File: config.mk
export PLATFORM = sky130hd
export DESIGN_NAME = fd_csr_responder
export DESIGN_NICKNAME = d
export VERILOG_FILES = /design/src/rtl/fd_csr_responder.sv
export SDC_FILE = /design/constraint.sdc
export NUM_CORES = 1
export LEC_CHECK = 0
export BUFFER_PORTS_ARGS = -buffer_cell sky130_fd_sc_hd__buf_2
export CELL_PAD_IN_SITES_DETAIL_PLACEMENT = 1
export CELL_PAD_IN_SITES_GLOBAL_PLACEMENT = 2
export CORE_AREA = 3 3 98 124
export CTS_CLUSTER_DIAMETER = 120
export DETAILED_ROUTE_END_ITERATION = 10
export DIE_AREA = 0 0 101 127
export GPL_TIMING_DRIVEN = 0
export HOLD_SLACK_MARGIN = 0.12
export PLACE_DENSITY_LB_ADDON = 0.1
export SYNTH_ARGS = -nofsm -noshare
export SYNTH_HDL_FRONTEND = slang
export SYNTH_SLANG_ARGS = --single-unit
File: constraint.sdc
create_clock -name clk_sys_i -period 1.3 [get_ports clk_sys_i]
set_input_delay 0.26 -clock clk_sys_i [delete_from_list [all_inputs] [get_ports clk_sys_i]]
set_output_delay 0.26 -clock clk_sys_i [all_outputs]
set_load 0.01 [all_outputs]
File: src/rtl/fd_csr_responder.sv
// Wishbone CSR slave for one fine-delay core: RSTR/IDR/SCR/CMDR control words.
// Optional macro FD_CSR_ERR_EN adds wb_err_o for bad RSTR keys and IDR writes.
module fd_csr_responder #(
  parameter logic [31:0] g_id          = 32'hF19EDE1A,
  parameter int          g_ack_latency = 1,
  parameter logic [15:0] g_rstr_key    = 16'hDEAD
) (
  input  logic        clk_sys_i,
  input  logic        rst_i,
  input  logic        wb_cyc_i,
  input  logic        wb_stb_i,
  input  logic        wb_we_i,
  input  logic [1:0]  wb_adr_i,
  input  logic [3:0]  wb_sel_i,
  input  logic [31:0] wb_dat_i,
  output logic [31:0] wb_dat_o,
  output logic        wb_ack_o,
  output logic        wb_stall_o,
`ifdef FD_CSR_ERR_EN
  output logic        wb_err_o,
`endif
  output logic        rst_core_n_o,
  output logic        rst_fmc_n_o,
  output logic [3:0]  cmd_pulse_o,
  input  logic        busy_i
);

  typedef enum logic [1:0] {ST_IDLE, ST_WAIT, ST_ACK} state_t;

  localparam logic [1:0] ADR_RSTR = 2'd0;
  localparam logic [1:0] ADR_IDR  = 2'd1;
  localparam logic [1:0] ADR_SCR  = 2'd2;
  localparam logic [1:0] ADR_CMDR = 2'd3;

  state_t      r_state;
  logic [2:0]  r_cnt;
  logic [1:0]  r_adr;
  logic        r_we;
  logic [3:0]  r_sel;
  logic [31:0] r_dat;
  logic [31:0] r_scr;
  logic        r_rst_core_n;
  logic        r_rst_fmc_n;
  logic [3:0]  r_cmd;

  logic        w_key_ok;
  logic        w_rstr_ok;
  logic        w_err;
  logic        w_in_ack;
  logic [31:0] w_rdata;

  assign w_key_ok  = (r_dat[31:16] == g_rstr_key);
  assign w_rstr_ok = w_key_ok && (r_sel == 4'hF);
  assign w_in_ack  = (r_state == ST_ACK);

`ifdef FD_CSR_ERR_EN
  assign w_err    = r_we && (((r_adr == ADR_RSTR) && !w_key_ok) || (r_adr == ADR_IDR));
  assign wb_err_o = w_in_ack && w_err;
`else
  assign w_err    = 1'b0;
`endif

  assign wb_ack_o     = w_in_ack && !w_err;
  assign wb_stall_o   = (r_state != ST_IDLE);
  assign rst_core_n_o = r_rst_core_n;
  assign rst_fmc_n_o  = r_rst_fmc_n;
  assign cmd_pulse_o  = r_cmd;

  // busy_i is read live so the value returned is the one seen in the ACK cycle.
  always_comb begin
    w_rdata = 32'h0;
    case (r_adr)
      ADR_RSTR: w_rdata = {30'h0, r_rst_core_n, r_rst_fmc_n};
      ADR_IDR:  w_rdata = g_id;
      ADR_SCR:  w_rdata = r_scr;
      ADR_CMDR: w_rdata = {31'h0, busy_i};
      default:  w_rdata = 32'h0;
    endcase
  end

  assign wb_dat_o = (w_in_ack && !r_we) ? w_rdata : 32'h0;

  // Side effects commit on the edge that leaves ACK, so they appear the cycle after ack.
  always_ff @(posedge clk_sys_i) begin
    if (rst_i) begin
      r_state      <= ST_IDLE;
      r_cnt        <= 3'd0;
      r_adr        <= 2'd0;
      r_we         <= 1'b0;
      r_sel        <= 4'h0;
      r_dat        <= 32'h0;
      r_scr        <= 32'h0;
      r_rst_core_n <= 1'b0;
      r_rst_fmc_n  <= 1'b0;
      r_cmd        <= 4'h0;
    end else begin
      r_cmd <= 4'h0;
      case (r_state)
        ST_IDLE: begin
          if (wb_cyc_i && wb_stb_i) begin
            r_adr <= wb_adr_i;
            r_we  <= wb_we_i;
            r_sel <= wb_sel_i;
            r_dat <= wb_dat_i;
            if (g_ack_latency <= 1) begin
              r_state <= ST_ACK;
            end else begin
              r_state <= ST_WAIT;
              r_cnt   <= 3'(g_ack_latency - 1);
            end
          end
        end
        ST_WAIT: begin
          if (!wb_cyc_i) begin
            r_state <= ST_IDLE;
          end else if (r_cnt <= 3'd1) begin
            r_state <= ST_ACK;
          end else begin
            r_cnt <= r_cnt - 3'd1;
          end
        end
        ST_ACK: begin
          r_state <= ST_IDLE;
          if (r_we && !w_err) begin
            case (r_adr)
              ADR_RSTR: begin
                if (w_rstr_ok) begin
                  r_rst_fmc_n  <= r_dat[0];
                  r_rst_core_n <= r_dat[1];
                end
              end
              ADR_SCR: begin
                for (int b = 0; b < 4; b++) begin
                  if (r_sel[b]) r_scr[b*8 +: 8] <= r_dat[b*8 +: 8];
                end
              end
              ADR_CMDR: r_cmd <= r_dat[3:0] & {4{r_sel[0]}};
              default: ;
            endcase
          end
        end
        default: r_state <= ST_IDLE;
      endcase
    end
  end

endmodule

=== After elaboration in Yosys (flattened, before gate mapping) ===
Cells that the tools add are included.

* Reductions and logical operators: 16
* Shifts and indexed selects: 0
* Mux-type cells: 6
* Divide/modulo/power cells: 0
* Bitwise logic cells: 5
* $add $sub $neg: 1
* $lt $le $gt $ge: 1
* $mul: 0
* Equal/unequal tests: 9

{| class="wikitable"
|+ Operators with widths
! operator !! count
|-
| 32-bit case mux with 4 select lines || 1
|-
| 32-bit 2-to-1 mux || 1
|-
| 4-bit AND reduction || 5
|-
| 16-bit equality test, second input constant || 1
|-
| 2-bit equality test, second input constant || 3
|-
| 2-bit 2-to-1 mux || 3
|-
| 4-bit AND || 1
|-
| 2-bit by 1-bit equality test with 1-bit output, second input constant || 2
|-
| 4-bit equality test, second input constant || 1
|-
| 2-bit zero test || 2
|-
| 1-bit NOT || 4
|-
| 2-bit case mux with 2 select lines || 1
|-
| 2-bit AND reduction || 2
|-
| 4-bit OR reduction || 1
|-
| 3-bit by 1-bit less-or-equal comparator with 1-bit output, second input constant || 1
|-
| 1-bit logical AND || 3
|-
| 3-bit != test, second input constant || 1
|-
| 3-bit AND reduction || 1
|-
| 3-bit by 1-bit subtractor with 3-bit output, second input constant || 1
|-
| 2-bit != test, second input constant || 1
|-
| 2-bit nonzero test || 1
|-
| 1-bit zero test || 1
|}

* Memories: 0
* Output and inout port bits: 40
* Bits in latches: 0
* Bits in writable memories: 0
* ROM bits: 0
* Bits in registers: 82

=== Logic depth before layout (Yosys ltp) ===
Gate-level depths: netlist of run 1.

* Depth in word-level cells: 4
* Mapped depth: 6
* Mapped depth without buffers: 4

=== Worst setup path after synthesis of run 1 ===
Ideal clock, no wire load.

* Path type: register to output
* Start: register r_state[1]
* End: output wb_dat_o[1]
* Arrival time: 1103 ps
* Data required time: 1040 ps
* Setup slack: -63 ps
* Stages on the path, launching flop included: 4
* Path buffers: 1
* Cell sequence: dfxtp_1 nor2b_1 clkbuf_1 o311a_1

* Word-level cells in the longest chain between the ends: 3

{| class="wikitable"
|+ RTL lines
! item !! line !! RTL
|-
| start, declared || 35 || <nowiki>state_t r_state;</nowiki>
|-
| start signal, assigned || 86 || <nowiki>r_state <= ST_IDLE;</nowiki>
|-
| start signal, assigned || 106 || <nowiki>r_state <= ST_ACK;</nowiki>
|-
| start signal, assigned || 108 || <nowiki>r_state <= ST_WAIT;</nowiki>
|-
| 2-bit equality test || 54 || <nowiki>assign w_in_ack = (r_state == ST_ACK);</nowiki>
|-
| 1-bit logical AND || 81 || <nowiki>assign wb_dat_o = (w_in_ack && !r_we) ? w_rdata : 32'h0;</nowiki>
|-
| 32-bit 2-to-1 mux || 81 ||
|-
| end, declared || 16 || <nowiki>output logic [31:0] wb_dat_o,</nowiki>
|}

Every way passes these cells.

=== Worst setup path in the final report of run 1 ===
* Start: register r_adr[1]
* End: output wb_dat_o[2]

* Word-level cells in the longest chain between the ends: 3
* Elaborated cells on any way between the ends: 6
* Those cells by class: 3 x eq/ne; 2 x mux; 1 x reduce/logical

{| class="wikitable"
|+ RTL lines
! item !! line !! RTL
|-
| start, declared || 37 || <nowiki>logic [1:0] r_adr;</nowiki>
|-
| start signal, assigned || 101 || <nowiki>r_adr <= wb_adr_i;</nowiki>
|-
| 2-bit equality test (tied with other cells) || 72 || <nowiki>case (r_adr)</nowiki>
|-
| 32-bit case mux with 4 select lines * || 72 ||
|-
| 32-bit 2-to-1 mux * || 81 ||
|}

Every way passes the cells marked *; elsewhere a longest branch is shown, timed or not.

==> results.md, run 1 <==
- The met3 usage in global routing is under 10%.
- The analysis attributes to cell leakage a power of 2.08 nW.
- The clock-pin transition on the worst setup and hold timing paths is around 0.060 ns.
- Setup repair after global routing could not meet its margin everywhere.
- The final design instance area without fill is 5120 um2.
- For met2 alone, demand over resource in global routing was around a third.
- The H-tree was split into 3 levels.
- Setup slack on the critical path of the routed design comes to -0.453 ns.
- The floorplan step defined a die boundary enclosing ~13000 um2.
- Compared with the post-synthesis result, the final layout area differs by 60.9%.
- The post-synthesis sequential area ratio is 49.1%.
- The initial utilization of the core area, before any placement, comes to 28.7%.
- The type of destination of the critical path is an output pin.
- From bottom edge to top edge, the die measures 127 um.
- The cell area that synthesis handed to floorplanning was 3180 um2.
- The number of placed instances, taps included, is 636.
- In the routed layout, each cell is associated on average with a via count of approximately 4.8.
- The post-placement cell area is ~3800 um2.
- Timing analysis after detailed placement gives a worst setup slack of -0.585 ns.
- The routed length per instance is roughly 17 um.
- The length in cells of the worst reg-to-reg path is 8.
- The number of antenna-violating nets in the routed design is 0.
- Data arrives at the worst endpoint at approximately 1.5 ns.
- On the final layout, the worst hold slack is about 0.16 ns.
- The DRC violations left is 0.
- The required time reported for the critical path endpoint is between 1 and 1.5 ns.
- The max-capacitance violation count is 0.
- The region available for standard cell placement spans about 11000 um2.
- In this run the deepest clock path goes through 2 buffers.
- STA classifies the critical path startpoint as a register.
- The worst setup path endpoint is wb_dat_o[2].
- Synthesis produced a netlist with a net count of between 400 and 500.
- The final count of hold timing violations came to 0.
- At the end of the flow, the number of nets in the layout was between 500 and 600.
- The global-route wire length before repair is approximately 18 mm.
- The number of antenna diodes in the final layout is 0.
- For this run, global-route usage on met1 was measured as about 22%.
- The total global-route track usage is between 10% and 20%.
- The number of max-slew violations in the final report is 0.
- TritonCTS built the clock tree.
- The layout has 1321 filler cells.
- Excluding fillers, the count of instances in the completed layout stands at approximately 680.
- The synthesized design contains roughly 80 register bits.
- The critical-path cell with the highest stage delay is sky130_fd_sc_hd__dfxtp_4.
- The clock latency reported for the late side of the worst-skew pair is 0.34 ns.
- The half-perimeter wire length after placement is 7.82 mm.
- The worst register-to-register path begins at r_adr[0].
- In this run, post-CTS hold repair placed 0 buffers.
- The root buffer selected by CTS is sky130_fd_sc_hd__clkbuf_16.
- The flow ran to the end, but the final reports show violations.
- The cell row count is 43.
- The number of global-route vias before repair is roughly 3300.
- The final clock skew is between 0.004 and 0.005 ns.
- The final standard cell utilization of the core is approximately 46%.
- The worst min-delay path category is in2reg.
- For this run the aggregate overflow at the end of global routing stands at 0.
- Entering global routing, the biggest net connects 12 pins.
- The ratio of final minimum period to clock period is 135%.
- Summed over all instances, the cell type with the most area after synthesis is sky130_fd_sc_hd__dfxtp_1.
- The transition time at the pin with the least slew margin is a little under 0.7 ns.
- The count of input and output buffers is 83.
- In the post-synthesis netlist, the biggest area contributors are sky130_fd_sc_hd__dfxtp_1 (49%), sky130_fd_sc_hd__nand2_1 (16%), sky130_fd_sc_hd__a21oi_1 (14%), sky130_fd_sc_hd__nand3_1 (5.5%), sky130_fd_sc_hd__and3_1 (2.4%).
- Summed over its instances, the top area cell type makes up around 49% of the synthesized netlist area.
- The synthesized netlist contains 29 unique library cells.
- The checks that failed: negative setup slack.
- The capturing point of the worst reg2reg path is r_scr[29].
- The critical path goes through nor2b_4, buf_6, clkbuf_16, and3_1, buf_2.
- The path type of the worst setup path is reg2out.
- The number of design-rule violations left by the first detailed-router iteration is between 90 and 100.
- Counting the buffers created by CTS gives 9.
- The top-level port count is 84.
- The number of antenna violations at the first check in global routing is 0.
- The total wire length after detailed routing is 11.8 mm.
- Across all layers, the routed design uses about 3300 vias.
- For this run, the number of Yosys warnings is 0.
- In this run the horizontal extent of the chip is ~100 um.
- The power per unit of standard cell area is approximately 1000 nW/um2.
- Setup violations remaining at the end of the flow were counted as 67.
- The minimum clock period after layout is between 1.5 and 2 ns.
- The number of iterations in the first detailed-routing pass is 4.
- The worst setup path startpoint is r_adr[1].
- For this run, the slowest stage of the critical path takes 0.36 ns.
- The worst max-slew margin expressed relative to the limit is between 50% and 60%.
- The weighted congestion at the end of routability-driven global placement is 0.762.
- The worst-case vdd ir drop is about 0.58 mV.
- The worst setup slack for register-to-register paths is -0.35 ns.
- Counting every instance in the synthesized netlist gives around 420.
- In the final layout, the share of cells above drive strength 1 is 46.9%.
- In this run the worst path has a maximum fanout of 10.
- For this run, the top clock speed supported by timing is roughly 570 MHz.
- The CTS sink count is 78.
- The average footprint of a synthesized cell is about 7.6 um2.
- The most used routing layer in global routing is met2.
==> logic make-up after synthesis <==
kind of cell / share of synthesized area, %
DFF: 49.1
muxes: 0.354
and+or+nand+nor: 29.2
buffers and inverters: 6.13
AOI/OAI and AO/OA: 15.3
==> per-layer routing <==
metal,vias to the layer above,wire [um]
met2,63,6250
met4,0,143
met5,-,0
met1,1568,4950
met3,9,417
li1,1654,-
==> cells in the mapped netlist <==
master,count
sky130_fd_sc_hd__nand2_1,132
sky130_fd_sc_hd__a21oi_1,92
sky130_fd_sc_hd__dfxtp_1,78
sky130_fd_sc_hd__nand3_1,35
sky130_fd_sc_hd__clkbuf_1,17
sky130_fd_sc_hd__and3_1,12
sky130_fd_sc_hd__buf_2,12
sky130_fd_sc_hd__buf_6,5
sky130_fd_sc_hd__and2_1,4
sky130_fd_sc_hd__and4b_1,3
sky130_fd_sc_hd__nor2_1,3
sky130_fd_sc_hd__nor2b_1,3
sky130_fd_sc_hd__o21ai_0,3
sky130_fd_sc_hd__nand2_2,2
sky130_fd_sc_hd__nand2b_1,2
sky130_fd_sc_hd__nor3_1,2
sky130_fd_sc_hd__and4_1,1
sky130_fd_sc_hd__and4bb_2,1
sky130_fd_sc_hd__buf_1,1
sky130_fd_sc_hd__buf_4,1
sky130_fd_sc_hd__inv_1,1
sky130_fd_sc_hd__mux2_2,1
sky130_fd_sc_hd__nand3b_1,1
sky130_fd_sc_hd__nand4_1,1
sky130_fd_sc_hd__nand4b_1,1
sky130_fd_sc_hd__nor3b_1,1
sky130_fd_sc_hd__o311a_1,1
sky130_fd_sc_hd__or2_2,1
sky130_fd_sc_hd__or3_1,1
==> through the flow <==
stage / power [mW] / TNS [ns]
after CTS: 5.41 / -23.05
after global placement: 2.91 / -25.90
final: 5.36 / -23.12
after floorplan: 2.73 / -0.563
after detailed placement: 2.92 / -29.07
after global routing: 5.57 / -27.42
==> report_power, final <==
part	leakage (nW)	internal (mW)	switching [mW]
Clock	0.138	1.42	0.936
Combinational	1.30	0.225	0.286
Sequential	0.635	2.44	0.0476
Total	2.08	4.09	1.27
==> cells in the final DEF, fill, tap and decap left out, types with 4 or more instances in the layout <==
cell type	instances
sky130_fd_sc_hd__nand3_2	7
sky130_fd_sc_hd__clkbuf_2	6
sky130_fd_sc_hd__buf_2	79
sky130_fd_sc_hd__buf_12	7
sky130_fd_sc_hd__buf_6	20
sky130_fd_sc_hd__and3_4	4
sky130_fd_sc_hd__clkbuf_1	8
sky130_fd_sc_hd__and2_1	4
sky130_fd_sc_hd__nand2_1	90
sky130_fd_sc_hd__buf_4	16
sky130_fd_sc_hd__clkbuf_16	12
sky130_fd_sc_hd__a21oi_2	23
sky130_fd_sc_hd__dfxtp_4	4
sky130_fd_sc_hd__buf_8	9
sky130_fd_sc_hd__nand2_4	8
sky130_fd_sc_hd__nand2_2	32
sky130_fd_sc_hd__and3_1	8
sky130_fd_sc_hd__nand2_8	4
sky130_fd_sc_hd__a21oi_1	66
sky130_fd_sc_hd__nand3_1	28
sky130_fd_sc_hd__dfxtp_1	74
==> critical path: cells and delay by family, from the launching register on <==
kind / cells / cell delay [ns]
buf+inv: 3 / 0.45
flops: 1 / 0.36
simple gates: 2 / 0.34
==> timing repair <==
| item | CTS | global route |
|---|---|---|
| buffers inserted | 23 | 5 |
| endpoints found under the setup margin | 97 | 83 |
| resized for setup | 126 | 63 |
| cloned | 5 | 2 |
| pin swaps | 41 | 16 |
==> registers in the layout (all words and copies together) (netlist names) <==
| name | cells |
|---|---|
| cmd_pulse_o | 4 |
| r_dat | 32 |
| r_sel | 4 |
| r_scr | 32 |
| rst_fmc_n_o | 1 |
| r_state | 1 |
| rst_core_n_o | 1 |
| r_we | 1 |
| r_adr | 2 |
==> area by class of cell <==
type | count | area, um2 | share of cell area [%]
timing repair buffer | 117 | 895 | 17.5
clock buffer | 13 | 270 | 5.28
multi-input combinational | 303 | 1870 | 36.5
clock inverter | 1 | 5.00 | 0.0977
tap | 135 | 169 | 3.30
buffer | 33 | 335 | 6.55
inverter | 1 | 3.75 | 0.0733
sequential | 78 | 1580 | 30.8
==> worst min path at each step <==
stage | from | depth (start not counted) | slack, ns | endpoint
floorplan | wb_adr_i[0] | 2 | 0.40 | r_adr[0]
global placement | r_scr[8] | 2 | 0.44 | r_scr[8]
detailed placement | r_scr[25] | 2 | 0.45 | r_scr[25]
CTS | wb_dat_i[6] | 3 | 0.15 | r_dat[6]
global route | wb_dat_i[2] | 3 | 0.16 | r_dat[2]
finish | wb_adr_i[0] | 3 | 0.16 | r_adr[0]
Power figures use the tool's default switching activity.
==> run 2, diff against run 1 <==
--- a/config.mk
+++ b/config.mk
@@ -5,13 +5,14 @@
 export SDC_FILE = /design/constraint.sdc
 export NUM_CORES = 1
 export LEC_CHECK = 0
+export ABC_AREA = 1
 export BUFFER_PORTS_ARGS = -buffer_cell sky130_fd_sc_hd__buf_2
 export CELL_PAD_IN_SITES_DETAIL_PLACEMENT = 1
 export CELL_PAD_IN_SITES_GLOBAL_PLACEMENT = 2
-export CORE_AREA = 3 3 98 124
+export CORE_AREA = 3 3 100 126
 export CTS_CLUSTER_DIAMETER = 120
 export DETAILED_ROUTE_END_ITERATION = 10
-export DIE_AREA = 0 0 101 127
+export DIE_AREA = 0 0 103 129
 export GPL_TIMING_DRIVEN = 0
 export HOLD_SLACK_MARGIN = 0.12
 export PLACE_DENSITY_LB_ADDON = 0.1
==> results.md, run 2 <==
- The met3 usage in global routing came to 3.31% (-1.0 points).
- Among all flip-flop cells after synthesis, the most frequent one is sky130_fd_sc_hd__dfxtp_1.
- The starting utilization of the core area was 27.5% (-1.2 points).
- The net count after synthesis is 489 (+5.8%).
- The number of cells on the worst hold path came to 3 (unchanged).
- The number of global-route vias before repair is 3560 (+6.3%).
- By area the synthesized netlist is led by sky130_fd_sc_hd__dfxtp_1 (49%), sky130_fd_sc_hd__nor2_1 (15%), sky130_fd_sc_hd__o21ai_0 (11%), sky130_fd_sc_hd__a21oi_1 (6.4%), sky130_fd_sc_hd__nand2_1 (6.1%).
- The run finished, with violations left.
- The total standard cell area after synthesis was 3180 um2 (unchanged).
- The async set or reset register ratio after synthesis is 0% (unchanged).
- The post-placement cell area is 4170 um2 (+8.7%).
- The count of vias placed by the detailed router is 3302 (+0.24%).
- The smallest setup slack after layout is -0.436 ns (+0.0168 ns).
- The count of synthesis-stage warnings from yosys came to 0 (unchanged).
- TritonCTS built the clock tree.
- The number of iterations in the first detailed-routing pass came to 4 (unchanged).
- The number of antenna-violating nets in the routed design is 0 (unchanged).
- The ratio of final minimum period to clock period is 134% (-1.3 points).
- The number of enable flip-flop cells after synthesis was 0 (unchanged).
- The power per unit of standard cell area is 1130 nW/um2 (+7.5%).
- The final clock skew is 0.00564 ns (+0.000986 ns).
- The number of max-slew violations in the final report is 0 (unchanged).
- The final instance count without filler cells is 700 (+2.8%).
- The worst min-delay path category is in2reg.
- The global routing usage on met1 is 20.0% (-1.9 points).
- The transition time at the pin with the least slew margin is 0.540 ns (-0.155 ns).
- The most common cell after layout, fill and taps aside is sky130_fd_sc_hd__nor2_1.
- The worst max-slew margin expressed relative to the limit is 64.0% (+10 points).
- The count of input and output buffers is 83 (unchanged).
- The clock-pin transition on the worst setup and hold timing paths is 0.06 ns (about the same).
- The final design instance area without fill was 5030 um2 (-1.7%).
- The number of flip-flops and latches in the synthesized netlist was 78 (unchanged).
- The minimum setup slack after placement is -0.314 ns (+0.271 ns).
- The most used routing layer in global routing is met2.
- The checks that failed: negative setup slack.
- Leaving out fill and tap cells, the most frequent cells in the layout are sky130_fd_sc_hd__nor2_1 (101), sky130_fd_sc_hd__dfxtp_1 (74), sky130_fd_sc_hd__buf_2 (62).
- STA classifies the critical path startpoint as a register.
- The synthesized design spends more area on one cell type than any other, namely sky130_fd_sc_hd__dfxtp_1.
- The final hold slack came to 0.173 ns (+0.0158 ns).
- The DRC violations left is 0 (unchanged).
- The root buffer selected by CTS is sky130_fd_sc_hd__clkbuf_16.
- The total global routing overflow is 0 (unchanged).
- The commonest cells after synthesis are sky130_fd_sc_hd__nor2_1 (125), sky130_fd_sc_hd__dfxtp_1 (78), sky130_fd_sc_hd__o21ai_0 (67).
- The worst setup path is of the reg2out kind.
- The critical-path cell with the highest stage delay is sky130_fd_sc_hd__dfxtp_4.
- The fraction of met2 tracks used by global routing is 33.6% (+1.4 points).
- The detail-routed via count per cell is 4.72 (-2.5%).
- The half-perimeter wire length after placement is 8.27 mm (+5.7%).
- The hold path startpoint is wb_dat_i[16].
- The data arrival time of the worst path is 1.48 ns (about the same).
- The count of different cell masters after synthesis is 22 (-24%).
- The synthesized instance count is 445 (+6.5%).
- The total wire length after detailed routing was 11.4 mm (-3.4%).
- The most common cell in the netlist is sky130_fd_sc_hd__nor2_1.
- The CTS sink count was 78 (unchanged).
- The number of design-rule violations left by the first detailed-router iteration is 47 (-52%).
- The critical path goes through inv_4, or2_4, inv_2, o211ai_1, a21oi_2, buf_2.
- The launch point of the worst reg-to-reg path is r_adr[0].
- Relative to the synthesized area, the layout overhead comes to 58.1%.
- The total global-route track usage is 17.8% (-0.51 points).
- The post-synthesis sequential area ratio came to 49.1% (unchanged).
- The floorplan die height is 129 um (+1.6%).
- The floorplan die area is 13300 um2 (+3.6%).
- The number of setup violations in the final report was 63 (-6.0%).
- The final total power is 5.67 mW (+5.7%).
- The number of antenna violations at the first check in global routing is 0 (unchanged).
- The count of placed standard cells including taps is 666 (+4.7%).
- The clock latency reported for the late side of the worst-skew pair is 0.33 ns (about the same).
- The largest registers in the layout are r_dat (32), r_scr (32).
- The maximum level of the CTS H-tree is 3 (unchanged).
- The achievable clock frequency is 576 MHz (+0.97%).
- The routed length per instance was 16.2 um (-6.0%).
- The number of buffers on the longest clock path is 2 (unchanged).
- The placeable core region is 11600 um2 (+4.3%).
- The number of gates on the worst path with buffers counted came to 6 (+1).
- The static leakage was 1.99 nW (-3.9%).
- The number of diodes was 0 (unchanged).
- The fraction of final layout cells with drive strength greater than 1 is 38.4% (-8.5 points).
- The length in cells of the worst reg-to-reg path is 7 (-1).
- In this run the worst setup path begins at r_state[1].
- The critical path buffer and inverter count is 3 (unchanged).
- The type of destination of the critical path is an output pin.
- The number of buffers created by CTS is 9 (unchanged).
- The largest net degree at the start of global routing came to 14 (+2).
- The required time reported for the critical path endpoint came to 1.04 ns (about the same).
- Setup repair after global routing could not meet its margin everywhere.
- The top-level port count is 84 (unchanged).
- The count of filler cells inserted in the layout is 1415 (+7.1%).
- The area share of the leading cell type in the synthesized netlist is 49.1% (unchanged).
- The global-route wire length before repair came to 17.8 mm (-0.20%).
- The cell row count is 44 (+2.3%).
- The max-capacitance violation count is 0 (unchanged).
- The die outline width is 103 um (+2.0%).
- The final count of hold timing violations is 0 (unchanged).
- The minimum clock period after layout is 1.74 ns (-0.0168 ns).
- The worst-case vdd ir drop is 0.482 mV (-16%).
- The highest cell delay on the worst timing path is 0.37 ns (about the same).
- The total number of nets in the final design is 601 (+2.4%).
- The weighted congestion at the end of routability-driven global placement is 0.826 (+8.5%).
- The average footprint of a synthesized cell came to 7.15 um2 (-6.1%).
- The cell class contributing the biggest share of worst-path delay is flip-flops.
- The maximum fanout encountered on the critical timing path is 6 (-4).
==> run 2: cell types whose count changed in the layout (fill, tap and decap cells not counted), sizes merged, moves of 4 or more <==
cell      before  now
a21oi         92   41
nor2           3  126
clkbuf        29   22
buf          134  113
and2           4    0
nand3         35    7
inv            1   32
clkinvlp       0    4
nor3           2    6
and3          12    0
nand2        134   53
o21ai          3   71
==> run 2: layer usage <==
layer,part of all wire (%),vias up
met5,0,-
met4,1.1,0
met3,3.4,10
met2,54,50
met1,41,1585
li1,-,1657
==> run 2: worst min-delay path, cell delays in order <==
cell and delay (ns):
sky130_fd_sc_hd__buf_2 0.07, sky130_fd_sc_hd__o21ai_0 0.07, sky130_fd_sc_hd__nor2_1 0.07
==> run 2: timing repair <==
action	in CTS	in global routing
setup endpoints to repair	93	100
pin swaps	3	17
hold buffers	1	0
hold endpoints to repair	1	0
buffers inserted	9	5
resized for setup	83	72
gates cloned	4	1
==> run 2: layout make-up <==
cell class / instances / area [um2] / share of cell area, %
Clock buffer: 10 / 229 / 4.55
Tap cell: 138 / 173 / 3.43
Sequential cell: 78 / 1570 / 31.3
Inverter: 32 / 154 / 3.06
Timing Repair Buffer: 101 / 738 / 14.7
Multi-Input combinational cell: 309 / 1840 / 36.5
Clock inverter: 6 / 61.3 / 1.22
Timing Repair inverter: 1 / 7.51 / 0.149
Buffer: 25 / 258 / 5.12
==> run 2: power by group <==
| part | switching [mW] | internal (mW) | total (mW) | leakage (nW) |
|---|---|---|---|---|
| clock network | 1.02 | 1.48 | 2.50 | 0.139 |
| logic | 0.376 | 0.248 | 0.624 | 1.22 |
| registers | 0.0677 | 2.47 | 2.54 | 0.638 |
==> run 2: stage by stage <==
stage	setup TNS, ns	util (%)
floorplan	-0.731	-
global placement	-15.46	36.0
detailed placement	-16.45	36.0
CTS	-15.94	41.6
global route	-21.49	43.5
finish	-16.70	43.5
==> run 2: worst paths after layout <==
path,endpoint,slack (ns)
worst min-delay path,r_dat[16],0.17
worst min register to register,r_scr[15],0.47
worst max-delay path,wb_dat_o[1],-0.44
worst max register to register,r_scr[2],-0.20
==> run 2: cell families after synthesis <==
kind of cell | Yosys count | share of synthesized area (%)
AND/OR/NAND/NOR | 195 | 25.5
AO/OA/AOI/OAI | 114 | 18.1
flip-flops | 78 | 49.1
buffers and inverters | 58 | 7.35
==> run 3, diff against run 2 <==
--- a/config.mk
+++ b/config.mk
@@ -8,11 +8,11 @@
 export ABC_AREA = 1
 export BUFFER_PORTS_ARGS = -buffer_cell sky130_fd_sc_hd__buf_2
 export CELL_PAD_IN_SITES_DETAIL_PLACEMENT = 1
-export CELL_PAD_IN_SITES_GLOBAL_PLACEMENT = 2
-export CORE_AREA = 3 3 100 126
+export CELL_PAD_IN_SITES_GLOBAL_PLACEMENT = 1
+export CORE_AREA = 3 3 87 110
 export CTS_CLUSTER_DIAMETER = 120
 export DETAILED_ROUTE_END_ITERATION = 10
-export DIE_AREA = 0 0 103 129
+export DIE_AREA = 0 0 90 113
 export GPL_TIMING_DRIVEN = 0
 export HOLD_SLACK_MARGIN = 0.12
 export PLACE_DENSITY_LB_ADDON = 0.1
==> results.md, run 3 (same netlist as run 2, synthesis figures left out) <==
- The half-perimeter wire length after placement was 7.61 mm (-7.9%).
- The number of antenna violations at the first check in global routing is 0 (unchanged).
- The total negative slack is -26.16 ns (-9.45 ns).
- The number of iterations in the first detailed-routing pass is 4 (unchanged).
- The final count of hold timing violations is 0 (unchanged).
- The worst hold path belongs to the class in2reg.
- The global-route wire length before repair was 17.7 mm (-0.81%).
- STA classifies the critical path startpoint as a register.
- The placeable core region came to 8650 um2 (-25%).
- The total global-route track usage was 22.2% (+4.4 points).
- The number of global-route vias before repair is 3564 (+0.11%).
- The fraction of final layout cells with drive strength greater than 1 is 37.1% (-1.3 points).
- The type of destination of the critical path is an output pin.
- The achievable clock frequency is 547 MHz (-5.0%).
- The sequential cell area came to 1570 um2 (unchanged).
- The number of buffers on the longest clock path came to 2 (unchanged).
- The total global routing overflow came to 0 (unchanged).
- The minimum setup slack after placement came to -0.289 ns (+0.0249 ns).
- The minimum clock period after layout was 1.83 ns (+0.0920 ns).
- The number of diodes was 0 (unchanged).
- In this run the clock root is driven by a sky130_fd_sc_hd__clkbuf_8.
- Setup repair after global routing could not meet its margin everywhere.
- The count of filler cells inserted in the layout is 1058 (-25%).
- The clock latency reported for the late side of the worst-skew pair is 0.37 ns (+0.04 ns).
- The checks that failed: negative setup slack.
- The power per unit of standard cell area is 1010 nW/um2 (-10%).
- The floorplan die area is 10200 um2 (-23%).
- The total number of nets in the final design is 603 (+0.33%).
- TritonCTS built the clock tree.
- The die outline width is 90 um (-13%).
- The ratio of final minimum period to clock period is 141% (+7.1 points).
- The CTS sink count came to 78 (unchanged).
- The data arrival time of the worst path is 1.57 ns (+0.09 ns).
- The detail-routed via count per cell is 4.99 (+5.9%).
- The cell row count is 38 (-14%).
- The worst setup path is of the reg2out kind.
- The total area of multi-input combinational cells is 1790 um2 (-2.9%).
- The largest registers in the layout are r_dat (32), r_scr (32).
- The worst max-slew margin expressed relative to the limit is 62.0% (-2.0 points).
- The floorplan die height is 113 um (-12%).
- The worst-case vdd ir drop is 0.747 mV (+55%).
- The DRC violations left came to 0 (unchanged).
- The number of setup violations in the final report is 72 (+14%).
- Leaving out fill and tap cells, the most frequent cells in the layout are sky130_fd_sc_hd__nor2_1 (101), sky130_fd_sc_hd__dfxtp_1 (74), sky130_fd_sc_hd__buf_2 (62).
- The flow ran to the end, but the final reports show violations.
- The clock-pin transition on the worst setup and hold timing paths is 0.08 ns (+0.02 ns).
- The top-level port count is 84 (unchanged).
- The number of cells on the worst hold path was 3 (unchanged).
- The length in cells of the worst reg-to-reg path was 8 (+1).
- The required time reported for the critical path endpoint was 1.04 ns (about the same).
- The maximum level of the CTS H-tree came to 3 (unchanged).
- The number of buffers created by CTS is 9 (unchanged).
- The maximum fanout encountered on the critical timing path was 10 (+4).
- The count of input and output buffers came to 83 (unchanged).
- The total wire length after detailed routing was 11.7 mm (+3.4%).
- The static leakage came to 1.96 nW (-1.9%).
- The number of antenna-violating nets in the routed design is 0 (unchanged).
- The count of vias placed by the detailed router is 3411 (+3.3%).
- The number of design-rule violations left by the first detailed-router iteration is 117 (+150%).
- Relative to the synthesized area, the layout overhead comes to 53.9%.
- The max-capacitance violation count is 0 (unchanged).
- The final clock skew is 0.00904 ns (+0.00340 ns).
- The largest net degree at the start of global routing is 12 (-2).
- The smallest setup slack after layout came to -0.528 ns (-0.0920 ns).
- The number of max-slew violations in the final report is 0 (unchanged).
- The starting utilization of the core area was 36.8% (+9.3 points).
- The transition time at the pin with the least slew margin is 0.570 ns (+0.0297 ns).
- The most common cell after layout, fill and taps aside is sky130_fd_sc_hd__nor2_1.
- The weighted congestion at the end of routability-driven global placement is 0.832 (+0.65%).
- The routed length per instance is 17.2 um (+6.0%).
[run 3: cell types whose count changed in the layout (fill, tap and decap cells not counted), sizes merged]
cell | before | now
nand3 | 7 | 8
buf | 113 | 109
bufinv | 1 | 0
clkbuf | 22 | 32
clkinvlp | 4 | 1
inv | 32 | 30
[run 3: where the power goes]
part	switching, mW	internal (mW)
sequential	0.0688	2.47
clock	0.871	0.895
combinational	0.385	0.261
[run 3: layout make-up]
class                           instances  area share (%)
Inverter                               32            3.04
Multi-Input combinational cell        310            36.5
Tap cell                              120            3.07
Timing Repair Buffer                  102            16.1
Sequential cell                        78            32.1
Clock buffer                           15            3.81
Timing Repair inverter                  1          0.0766
Buffer                                 25            5.26
[run 3: worst paths after layout]
check                    from              to  slack [ns]
setup / recovery     r_adr[0]    wb_dat_o[23]       -0.53
hold / removal    wb_dat_i[6]        r_dat[6]        0.14
setup reg to reg   r_state[1]       r_scr[14]       -0.35
hold reg to reg      r_dat[2]  cmd_pulse_o[2]        0.48
[run 3: timing repair]
action                                  CTS  global route
pin swaps                                 4             6
endpoints found under the hold margin     1             0
buffers inserted                          9             3
hold buffers                              1             0
resized for setup                        71            48
endpoints found under the setup margin   90            91
gates cloned                              6             2
[run 3: stage by stage]
step	instances	hold WS, ns	cell area, um2	power (mW)	utilization (%)
after floorplan	445	0.323	3580	2.91	-
after global placement	648	0.442	4140	3.08	47.9
after detailed placement	648	0.436	4140	3.10	47.9
final	683	0.139	4900	4.95	56.6
after CTS	678	0.139	4700	4.91	54.4
after global routing	683	0.155	4900	5.13	56.6
[run 3: layer usage]
layer	vias up	GRT usage, %	wire length (um)
met5	-	0	0
met4	0	7.15	233
met3	16	4.59	354
met2	73	41.1	6170
met1	1659	25.5	4990
li1	1663	-	-
[run 3: critical path, stage by stage (launching register included)]
cell,delay (ns)
sky130_fd_sc_hd__dfxtp_4,0.41
sky130_fd_sc_hd__nor2_8,0.22
sky130_fd_sc_hd__clkbuf_16,0.20
sky130_fd_sc_hd__nand2_1,0.09
sky130_fd_sc_hd__a21oi_4,0.13
sky130_fd_sc_hd__buf_2,0.14
